<file path="src/rtl/if_id_skid_stage_pkg.sv">
// rtl/if_id_skid_stage_pkg.sv - shared widths and NOP encoding for the IF->ID boundary stage
package if_id_skid_stage_pkg;

  localparam int PC_W_DEF   = 64;
  localparam int INST_W_DEF = 32;

  // addi x0,x0,0
  localparam logic [31:0] NOP_INST = 32'h00000013;

  function automatic logic [1:0] count_valid(input logic a, input logic b);
    return {1'b0, a} + {1'b0, b};
  endfunction

endpackage

</file>
<file path="src/rtl/if_id_slot.sv">
// rtl/if_id_slot.sv - one {pc, inst} holding slot with valid bit, load enable and clear
module if_id_slot
  import if_id_skid_stage_pkg::*;
#(
  parameter int PC_W   = PC_W_DEF,
  parameter int INST_W = INST_W_DEF
) (
  input  logic              clk,
  input  logic              rst,
  input  logic              load,
  input  logic              clear,
  input  logic [PC_W-1:0]   d_pc,
  input  logic [INST_W-1:0] d_inst,
  output logic              valid,
  output logic [PC_W-1:0]   pc,
  output logic [INST_W-1:0] inst
);

  always_ff @(posedge clk or negedge rst) begin
    if (!rst) begin
      valid <= 1'b0;
    end else if (clear) begin
      valid <= 1'b0;
    end else if (load) begin
      valid <= 1'b1;
    end
  end

  // Data only moves on a real load; stale contents are masked by valid downstream.
  always_ff @(posedge clk or negedge rst) begin
    if (!rst) begin
      pc   <= '0;
      inst <= '0;
    end else if (load && !clear) begin
      pc   <= d_pc;
      inst <= d_inst;
    end
  end

endmodule

</file>
<file path="src/rtl/if_id_skid_stage.sv">
// rtl/if_id_skid_stage.sv - IF->ID pipeline boundary with main + skid slot and registered in_ready
module if_id_skid_stage
  import if_id_skid_stage_pkg::*;
#(
  parameter int                PC_W   = PC_W_DEF,
  parameter int                INST_W = INST_W_DEF,
  parameter logic [INST_W-1:0] NOP    = INST_W'(NOP_INST)
) (
  input  logic              clk,
  input  logic              rst,
  input  logic              flush,
  input  logic              in_valid,
  output logic              in_ready,
  input  logic [PC_W-1:0]   in_pc,
  input  logic [INST_W-1:0] in_inst,
  output logic              out_valid,
  input  logic              out_ready,
  output logic [PC_W-1:0]   out_pc,
  output logic [INST_W-1:0] out_inst,
  output logic [1:0]        occupancy
);

  logic              main_v, skid_v;
  logic [PC_W-1:0]   main_pc, skid_pc;
  logic [INST_W-1:0] main_inst, skid_inst;

  logic              main_load, main_clear, skid_load, skid_clear;
  logic [PC_W-1:0]   main_d_pc;
  logic [INST_W-1:0] main_d_inst;
  logic              skid_v_next;
  logic              in_ready_q;
  logic              accept, deliver;

  assign accept  = in_valid & in_ready_q;
  assign deliver = main_v & out_ready;

  always_comb begin
    main_load  = 1'b0;
    main_clear = 1'b0;
    skid_load  = 1'b0;
    skid_clear = 1'b0;
    if (flush) begin
      main_clear = 1'b1;
      skid_clear = 1'b1;
    end else if (skid_v) begin
      // Full: ready is low, so only a deliver can move state (skid drains into main).
      if (deliver) begin
        main_load  = 1'b1;
        skid_clear = 1'b1;
      end
    end else if (main_v) begin
      if (accept && deliver) begin
        main_load = 1'b1;
      end else if (accept) begin
        skid_load = 1'b1;
      end else if (deliver) begin
        main_clear = 1'b1;
      end
    end else if (accept) begin
      main_load = 1'b1;
    end
  end

  assign main_d_pc   = skid_v ? skid_pc   : in_pc;
  assign main_d_inst = skid_v ? skid_inst : in_inst;

  if_id_slot #(.PC_W(PC_W), .INST_W(INST_W)) u_main (
    .clk    (clk),
    .rst    (rst),
    .load   (main_load),
    .clear  (main_clear),
    .d_pc   (main_d_pc),
    .d_inst (main_d_inst),
    .valid  (main_v),
    .pc     (main_pc),
    .inst   (main_inst)
  );

  if_id_slot #(.PC_W(PC_W), .INST_W(INST_W)) u_skid (
    .clk    (clk),
    .rst    (rst),
    .load   (skid_load),
    .clear  (skid_clear),
    .d_pc   (in_pc),
    .d_inst (in_inst),
    .valid  (skid_v),
    .pc     (skid_pc),
    .inst   (skid_inst)
  );

  // in_ready tracks the skid slot's next state so fetch never sees a combinational path from decode.
  assign skid_v_next = skid_load | (skid_v & ~skid_clear);

  always_ff @(posedge clk or negedge rst) begin
    if (!rst) begin
      in_ready_q <= 1'b1;
    end else begin
      in_ready_q <= ~skid_v_next;
    end
  end

  assign in_ready  = in_ready_q;
  assign out_valid = main_v;
  assign out_pc    = main_v ? main_pc   : '0;
  assign out_inst  = main_v ? main_inst : NOP;
  assign occupancy = count_valid(main_v, skid_v);

endmodule

</file>
<file path="config.mk">
export PLATFORM = sky130hd
export DESIGN_NAME = if_id_skid_stage
export DESIGN_NICKNAME = d
export VERILOG_FILES = /design/src/rtl/if_id_skid_stage_pkg.sv /design/src/rtl/if_id_slot.sv /design/src/rtl/if_id_skid_stage.sv
export SDC_FILE = /design/constraint.sdc
export NUM_CORES = 1
export LEC_CHECK = 0
export ABC_AREA = 1
export BUFFER_PORTS_ARGS = -buffer_cell sky130_fd_sc_hd__buf_4
export CAP_MARGIN = 25
export CORE_MARGIN = 8
export CORE_UTILIZATION = 31
export DETAILED_ROUTE_END_ITERATION = 10
export PLACE_DENSITY = 0.51
export SLEW_MARGIN = 10
export SYNTH_ARGS = -nofsm -noshare
export SYNTH_HDL_FRONTEND = slang
export SYNTH_SLANG_ARGS = --single-unit
</file>
<file path="constraint.sdc">
create_clock -name clk -period 2.6 [get_ports clk]
set_clock_uncertainty 0.1 [all_clocks]
set_input_delay 0.52 -clock clk [delete_from_list [all_inputs] [get_ports clk]]
set_output_delay 0.52 -clock clk [all_outputs]
set_load 0.02 [all_outputs]
</file>
-- Yosys cells after proc, flatten, opt, wreduce, memory -nomap -nowiden
Index checks and enable logic that the tools add are counted.
- divide/modulo/power cells: 0
- shift operators: 0
- multiplexer cells: 25
- $add $sub $neg: 1
- $lt $le $gt $ge: 0
- multipliers: 0
- eq/ne operators: 0
- reductions and logical operators: 7
- bitwise logic cells: 6
- operator list (operator ; count):
    two-way mux 64 bit ; 2
    two-way mux 32 bit ; 2
    two-way mux 1 bit ; 21
    nonzero test 2 bit ; 2
    AND 1 bit ; 3
    logical AND 1 bit ; 3
    adder 1 x 1 -> 2 bit ; 1
    zero test 1 bit ; 2
    NOT 1 bit ; 2
    bitwise OR 1 bit ; 1
- memory bits (read-only): 0
- register bits after elaboration: 195
- bits in latches: 0
- RAM bits: 0
- memories: 0

-- Longest topological paths before layout
Gate-level depths: netlist of run 1.
- depth in word-level cells: 9
- gate-level depth with buffers: 9
- gate-level depth less buffers: 6

-- Cells and area by module
A second synthesis of run 1 with hierarchy kept.
- cell total of the unflattened synthesis: 1374
- area total of the unflattened synthesis: 9828.2 µm²
- modules (own cells, without submodules) (module ; area each (µm²) ; instances ; seq. area each (µm²) ; cells each):
    if_id_slot ; 3851.2 ; 2 ; 2427.3 ; 420
    if_id_skid_stage ; 2125.8 ; 1 ; 26.3 ; 534

-- Least setup slack after synthesis of run 1
No wires, ideal clock.
- kind: reg-to-output
- start: register u_main.valid
- end: output port out_inst[10]
- arrival: 1.428 ns
- required time: 1.980 ns
- slack: 0.552 ns
- path buffers: 3
- cell stages (with the launch flop): 6
- cells stage by stage: dfrtp_1 > buf_4 > clkbuf_1 > clkbuf_1 > nand2_1 > inv_1
- word-level cells in the longest chain between the ends: 1
- ends and longest elaborated chain (element ; RTL line ; RTL):
    start: declaration ; if_id_slot.sv:14 ; output logic valid,
    start signal: assignment ; if_id_slot.sv:21 ; valid <= 1'b0;
    start signal: assignment ; if_id_slot.sv:23 ; valid <= 1'b0;
    start signal: assignment ; if_id_slot.sv:25 ; valid <= 1'b1;
    two-way mux 32 bit ; if_id_skid_stage.sv:105 ; assign out_inst = main_v ? main_inst : NOP;
    end: declaration ; if_id_skid_stage.sv:19 ; output logic [INST_W-1:0] out_inst,
No other way between the ends.

-- Worst setup path in the final report of run 1
- start: register u_main.valid
- end: output port out_pc[28]
- word-level cells in the longest chain between the ends: 1
- ends and longest elaborated chain (element ; RTL line ; RTL):
    two-way mux 64 bit ; if_id_skid_stage.sv:104 ; assign out_pc = main_v ? main_pc : '0;
    end: declaration ; if_id_skid_stage.sv:18 ; output logic [PC_W-1:0] out_pc,
No other way between the ends.

==> qor.txt, run 1 <==
=================================================================================
Setup repair after global routing missed its margin ................        false
Worst setup margin .................................................       273 ps
GRT Total Usage ....................................................        16.7%
Top fanout value on the critical path ..............................           27
Count of different cell masters after synthesis ....................           17
Area Overhead vs Synth .............................................        25.8%
LEAKAGE ............................................................      7.35 nW
Commonest cells after routing, fill and taps aside ................. sky130_fd_sc_hd__nand2_1, sky130_fd_sc_hd__buf_4, sky130_fd_sc_hd__nand3_1
Proportion of layout cells with a drive suffix above 1 .............        17.4%
Cell area after technology mapping .................................     9630 µm²
Arrival @ worst endpoint ...........................................      1710 ps
Ratio of total power to cell area ..................................   720 nW/µm²
Relative slew slack ................................................        50.7%
IO Pins ............................................................          201
Hold slack final ...................................................       218 ps
Total power of the final layout ....................................      8.72 mW
Hold WC Path Type ..................................................    in -> reg
Starting DRT DRC Count .............................................          710
Run status .........................................................    completed
Post-synthesis sequential area ratio ...............................        50.7%
CTS tree ...........................................................         done
Std cell rows ......................................................           64
Minimum period implied by the final worst setup slack ..............      2330 ps
CTS resizes ........................................................            0
Count of buffers from port buffering ...............................          200
Number of antenna-violating nets in the routed design ..............            0
Total number of vias ...............................................         8777
Timing-limited maximum frequency ...................................    0.430 GHz
Max-cap viol count .................................................            0
Endpoint required time on the critical path ........................      1980 ps
DRC violations left ................................................            0
Diode insertion count for antenna repair ...........................            0
Cell area after placement ..........................................    11500 µm²
Final Wtd Congestion ...............................................        0.737
Startpoint-to-endpoint class of the critical path ..................   reg -> out
Peak supply drop ...................................................   0.000349 V
Per-instance average area after synthesis ..........................     7.07 µm²
First-pass GRT wire length .........................................      49.3 mm
CTS buffer count ...................................................           17
Final hold vios ....................................................            0
Total die area .....................................................    36900 µm²
Yosys warning total ................................................            0
Total iterations of the first detailed-routing run .................            5
Setup slack after placement ........................................       545 ps
Pin count of the biggest net entering global routing ...............           97
Synth Net Count ....................................................         1463
Slew Viols, Final ..................................................            0
Area of the core ...................................................    30600 µm²
HPWL after detailed placement ......................................      19.0 mm
Total global routing overflow ......................................            0
Final net count ....................................................         1615
CP startpoint kind .................................................         flop
Drt wl/cell ........................................................      16.0 µm
Seq cells post-synth ...............................................          195
Sum of negative setup slack ........................................         0 ps
Worst setup EP type ................................................  output port
Final period utilization ...........................................        89.5%
Initial antenna violation count ....................................            1
Initial core utilization ...........................................        31.5%
Maximum buffer depth of the clock tree .............................            2
Insertion delay to the later sink of the worst-skew pair ...........       430 ps
Number of fill cells in the layout .................................         3322
DIE WIDTH ..........................................................       192 µm
Number of global-route vias before repair ..........................         8773
Most common cell after layout, fill and taps aside ................. sky130_fd_sc_hd__nand2_1
Root buffer cell ................................................... sky130_fd_sc_hd__clkbuf_16
Non-Filler Cell Area, Final ........................................    12100 µm²
Synthesized instance count .........................................         1361
Setup violations, final ............................................            0
Number of H-tree branching levels ..................................            4
Pin slew with the least headroom to its limit ......................       739 ps
Clock slew seen by the registers of the worst setup and hold paths .        80 ps
Detail-routed via count per cell ...................................         4.57
Clk sinks ..........................................................          195
Routed Wire Length .................................................      30.8 mm
Vert. Die Dim ......................................................       192 µm
=================================================================================
routing by layer:
| layer | GRT usage (%) | share of wire (%) | vias to the layer above | routed length (µm) |
|---|---|---|---|---|
| met5 | 0 | 0.042 | - | 13 |
| met2 | 27.5 | 48 | 196 | 14700 |
| met4 | 4.73 | 1.4 | 2 | 429 |
| met3 | 3.36 | 5.6 | 23 | 1720 |
| met1 | 22.0 | 45 | 4124 | 13900 |
| li1 | - | - | 4432 | - |
layout make-up:
class	count	area (µm²)	area share (%)
tap	396	495	4.09
multi-input combinational	975	3960	32.7
clock buffer	18	429	3.54
inverter	99	373	3.08
timing repair buffer	225	1820	15.0
sequential	195	4890	40.4
clock inverter	14	144	1.19
state kept, by name, summed over array words and instances (netlist names):
name	cells
in_ready	1
u_main.inst	32
u_main.pc	64
u_main.valid	1
u_skid.inst	32
u_skid.pc	64
u_skid.valid	1
cell families after synthesis:
logic type	Yosys count	share of synthesized area [%]
and+or+nand+nor	971	40.6
DFF	195	50.7
buffers and inverters	191	8.34
AOI/OAI and AO/OA	3	0.273
adders and majority gates	1	0.130
power breakdown:
part / leakage [nW] / total [mW] / internal (mW) / switching, mW
combinational: 4.63 / 1.90 / 0.736 / 1.16
sequential: 2.45 / 4.23 / 3.79 / 0.432
clock: 0.277 / 2.59 / 1.28 / 1.31
total: 7.35 / 8.72 / 5.81 / 2.91
repair_timing:
action	in CTS	in global routing
endpoints found under the setup margin	0	17
hold endpoints to repair	33	0
hold buffers	1	0
setup buffers	0	1
final timing paths:
kind,cells past startpoint,start,endpoint,slack (ps)
min,3,in_pc[18],u_skid.pc[18],220
min in group asynchronous,2,rst,u_skid.inst[23],530
min reg2reg,2,u_main.pc[9],u_main.pc[9],370
max reg2reg,5,u_main.valid,u_main.pc[50],530
max,4,u_main.valid,out_pc[28],270
max in group asynchronous,3,rst,u_skid.pc[53],1180
synthesized netlist by cell type, drive strengths merged:
cell type,count,share of area (%)
o21ai,2,0.10
clkbuf,40,1.6
dfrtp,194,50
inv,99,3.9
nor2,2,0.18
nand3,193,10
dfstp,1,0.27
nand2,776,30
a21oi,1,0.17
ha,1,0.13
buf,52,2.9
stage by stage:
step           cells  utilization (%)
2_1_floorplan   1361                -
3_3_place_gp    1888             37.6
3_5_place_dp    1888             37.6
4_1_cts         1921             39.5
5_1_grt         1922             39.6
6_report        1922             39.6
critical path, stage by stage, from the launching register on:
cell and delay (ps):
sky130_fd_sc_hd__dfrtp_4 650, sky130_fd_sc_hd__buf_4 330, sky130_fd_sc_hd__nand2_1 80, sky130_fd_sc_hd__inv_1 70, sky130_fd_sc_hd__buf_4 130
(Power assumes the default switching activity.)
==> run 2, diff against run 1 <==
- SYNTH_HIERARCHICAL: unset -> 1
==> qor.txt, run 2 <==
=================================================================================
Run status ......................................................... finished, violations left
Violated checks .................................................... negative hold slack
Minimum period implied by the final worst setup slack ..............      2380 ps   +55.7 ps
Total iterations of the first detailed-routing run .................            7   +2
Maximum buffer depth of the clock tree .............................            2   unchanged
DRC violations left ................................................            0   unchanged
Final Wtd Congestion ...............................................        0.766   +3.8%
Pin count of the biggest net entering global routing ...............           98   +1.0%
Initial antenna violation count ....................................            1   unchanged
Clock slew seen by the registers of the worst setup and hold paths .        90 ps   about the same
Routed Wire Length .................................................      31.1 mm   +0.94%
Area Overhead vs Synth .............................................        24.5%
Gate power share ...................................................        18.1%   -3.7 points
Root buffer cell ................................................... sky130_fd_sc_hd__clkbuf_16
IO Pins ............................................................          201   unchanged
LEAKAGE ............................................................      7.52 nW   +2.3%
CTS buffer count ...................................................           17   unchanged
Detail-routed via count per cell ...................................         4.54   -0.47%
Number of global-route vias before repair ..........................         8873   +1.1%
First-pass GRT wire length .........................................      50.3 mm   +2.2%
Most numerous cell types in the synthesized netlist ................ sky130_fd_sc_hd__nand2_1, sky130_fd_sc_hd__nand3_1, sky130_fd_sc_hd__dfrtp_1
Per-instance average area after synthesis ..........................     7.15 µm²   +1.1%
Insertion delay to the later sink of the worst-skew pair ...........       440 ps   about the same
Final period utilization ...........................................        91.6%   +2.1 points
GRT Total Usage ....................................................        16.4%   -0.32 points
Setup violations, final ............................................            0   unchanged
Setup repair after global routing missed its margin ................        false
Synthesized instance count .........................................         1374   +0.96%
Top fanout value on the critical path ..............................           26   -3.7%
Number of antenna-violating nets in the routed design ..............            0   unchanged
HPWL after detailed placement ......................................      19.1 mm   +0.36%
Critical path launch point ......................................... u_main/valid
Share of async-settable or async-resettable flops after synthesis ..         100%   unchanged
Starting DRT DRC Count .............................................          567   -20%
Yosys warning total ................................................            6   +6
Clk sinks ..........................................................          195   unchanged
Largest regs ....................................................... u_main/pc (64), u_skid/pc (64)
Total number of vias ...............................................         8840   +0.72%
Std cell rows ......................................................           65   +1.6%
Ys flop type ....................................................... sky130_fd_sc_hd__dfrtp_1
Hold WC Path Type ..................................................  in -> async
Hold slack final ...................................................     -2.35 ps   -221 ps
Worst r2r dst ...................................................... u_main/pc[61]
Peak supply drop ...................................................   0.000389 V   +11%
Top cell type's share of synthesized area ..........................        49.4%   -1.0 points
Total die area .....................................................    37700 µm²   +1.9%
Proportion of power drawn by flip-flops and latches ................        47.3%   -1.2 points
Worst reg2reg startpoint ........................................... u_skid/valid
Final hold vios ....................................................            2   +2
DIE WIDTH ..........................................................       194 µm   +0.95%
Int Pwr ............................................................      5.87 mW   +0.97%
Switching power as a share of total power ..........................        31.3%   -2.1 points
Max-cap viol count .................................................            0   unchanged
Seq cells post-synth ...............................................          195   unchanged
Sum of negative setup slack ........................................         0 ps   unchanged
Pin slew with the least headroom to its limit ......................       911 ps   +172 ps
Commonest cells after routing, fill and taps aside ................. sky130_fd_sc_hd__nand2_1, sky130_fd_sc_hd__buf_4, sky130_fd_sc_hd__nand3_1
Area of the core ...................................................    31400 µm²   +2.6%
Final std cells w/o fill ...........................................         1945   +1.2%
Endpoint required time on the critical path ........................      1980 ps   about the same
Biggest area consumer among synthesized cells ...................... sky130_fd_sc_hd__dfrtp_1
Arrival @ worst endpoint ...........................................      1760 ps   +50 ps
Count of buffers from port buffering ...............................          200   unchanged
Startpoint-to-endpoint class of the critical path ..................   reg -> out
Vert. Die Dim ......................................................       194 µm   +0.95%
Slew Viols, Final ..................................................            0   unchanged
Post-synthesis sequential area ratio ...............................        49.7%   -1.0 points
Depth of the worst register-to-register path .......................            7   +2
Drt wl/cell ........................................................      16.0 µm   -0.26%
Worst setup EP type ................................................  output port
Most common cell after layout, fill and taps aside ................. sky130_fd_sc_hd__nand2_1
Number of fill cells in the layout .................................         3341   +0.57%
Most frequent cell after synthesis ................................. sky130_fd_sc_hd__nand2_1
Diode insertion count for antenna repair ...........................            0   unchanged
Relative contribution of the clock network to total power ..........        34.6%   +4.8 points
Synth Net Count ....................................................         1476   +0.89%
Total global routing overflow ......................................            0   unchanged
Number of placed cells counting well taps ..........................         1912   +1.3%
Cell area after technology mapping .................................     9830 µm²   +2.1%
Count of different cell masters after synthesis ....................           15   -2
Synth top area cells ............................................... sky130_fd_sc_hd__dfrtp_1, sky130_fd_sc_hd__nand2_1, sky130_fd_sc_hd__nand3_1
Relative slew slack ................................................        39.3%   -11 points
CTS tree ...........................................................         done
Number of H-tree branching levels ..................................            4   unchanged
Timing-limited maximum frequency ...................................    0.420 GHz   -2.3%
Final net count ....................................................         1632   +1.1%
Power dissipated by switching net loads ............................      2.67 mW   -8.3%
Number of enable-type register cells in the synthesized netlist ....            0   unchanged
Proportion of layout cells with a drive suffix above 1 .............        17.7%   +0.33 points
Reg2Reg Setup Slack ................................................       460 ps   -70 ps
Ratio of total power to cell area ..................................   697 nW/µm²   -3.1%
Initial core utilization ...........................................        31.3%   -0.16 points
CP startpoint kind .................................................         flop
=================================================================================
## run 2: cell count changes after synthesis, sizes merged
cell | before | now
o21ai | 2 | 0
nor2 | 2 | 3
nand2 | 776 | 781
inv | 99 | 104
clkbuf | 40 | 2
buf | 52 | 92
nand3 | 193 | 195
## run 2: repair_timing
| item | in CTS | in global routing |
|---|---|---|
| endpoints found under the hold margin | 0 | 0 |
| resized for setup | 0 | 0 |
| setup endpoints to repair | 0 | 2 |
| setup buffers | 0 | 1 |
| hold buffers | 0 | 0 |
## run 2: cells by family after synthesis
group | share of synthesized area (%)
buffers and inverters | 10.1
adder cells (fa/ha/maj) | 0.127
flip-flops | 49.7
AND/OR/NAND/NOR | 40.0
AO/OA/AOI/OAI | 0.0509
## run 2: through the flow
step | hold WS (ps) | area, µm² | setup slack [ps] | utilization, % | total power [mW]
6_report | -2.35 | 12200 | 218 | 39.0 | 8.53
5_1_grt | 31.0 | 12200 | 85.8 | 39.0 | 9.07
4_1_cts | 35.9 | 12200 | 80.5 | 38.9 | 8.67
3_5_place_dp | 358 | 11600 | 405 | 36.8 | 5.66
3_3_place_gp | 353 | 11600 | 459 | 36.8 | 5.62
2_1_floorplan | 124 | 9830 | 787 | - | 4.97
## run 2: worst max-delay path by stage
stage	endpoint	depth (start not counted)
floorplan	u_main/pc[50]	11
global placement	u_main/pc[29]	7
detailed placement	u_main/inst[24]	7
CTS	out_pc[14]	4
global route	out_inst[30]	4
finish	out_pc[14]	4
## run 2: critical path: stages (launching register included)
cell and delay [ps]:
sky130_fd_sc_hd__dfrtp_4 640, sky130_fd_sc_hd__buf_4 360, sky130_fd_sc_hd__nand2_1 100, sky130_fd_sc_hd__inv_1 80, sky130_fd_sc_hd__buf_4 140
## run 2: metal layers
metal / GRT usage, % / share of wire, % / up-vias
li1: - / - / 4464
met1: 22.3 / 48 / 4106
met2: 26.0 / 45 / 242
met3: 3.84 / 5.6 / 26
met4: 3.99 / 1.4 / 2
met5: 0 / 0.042 / -
## run 2: cell type report
type / instances / area, µm² / share of cell area, %
flip-flops and latches: 195 / 4890 / 39.9
multi-input cells: 981 / 3970 / 32.4
repair buffers: 231 / 1820 / 14.9
well taps: 402 / 503 / 4.11
clock buffers: 17 / 425 / 3.48
inverters: 104 / 394 / 3.22
clock inverters: 15 / 235 / 1.92
## run 2: power groups by stage
stage	registers (mW)	clock network [mW]	logic, mW
after floorplan	3.98	0	0.988
after global placement	4.09	0	1.53
after detailed placement	4.10	0	1.56
after CTS	4.04	3.07	1.56
after global routing	4.12	3.19	1.77
final	4.04	2.95	1.54
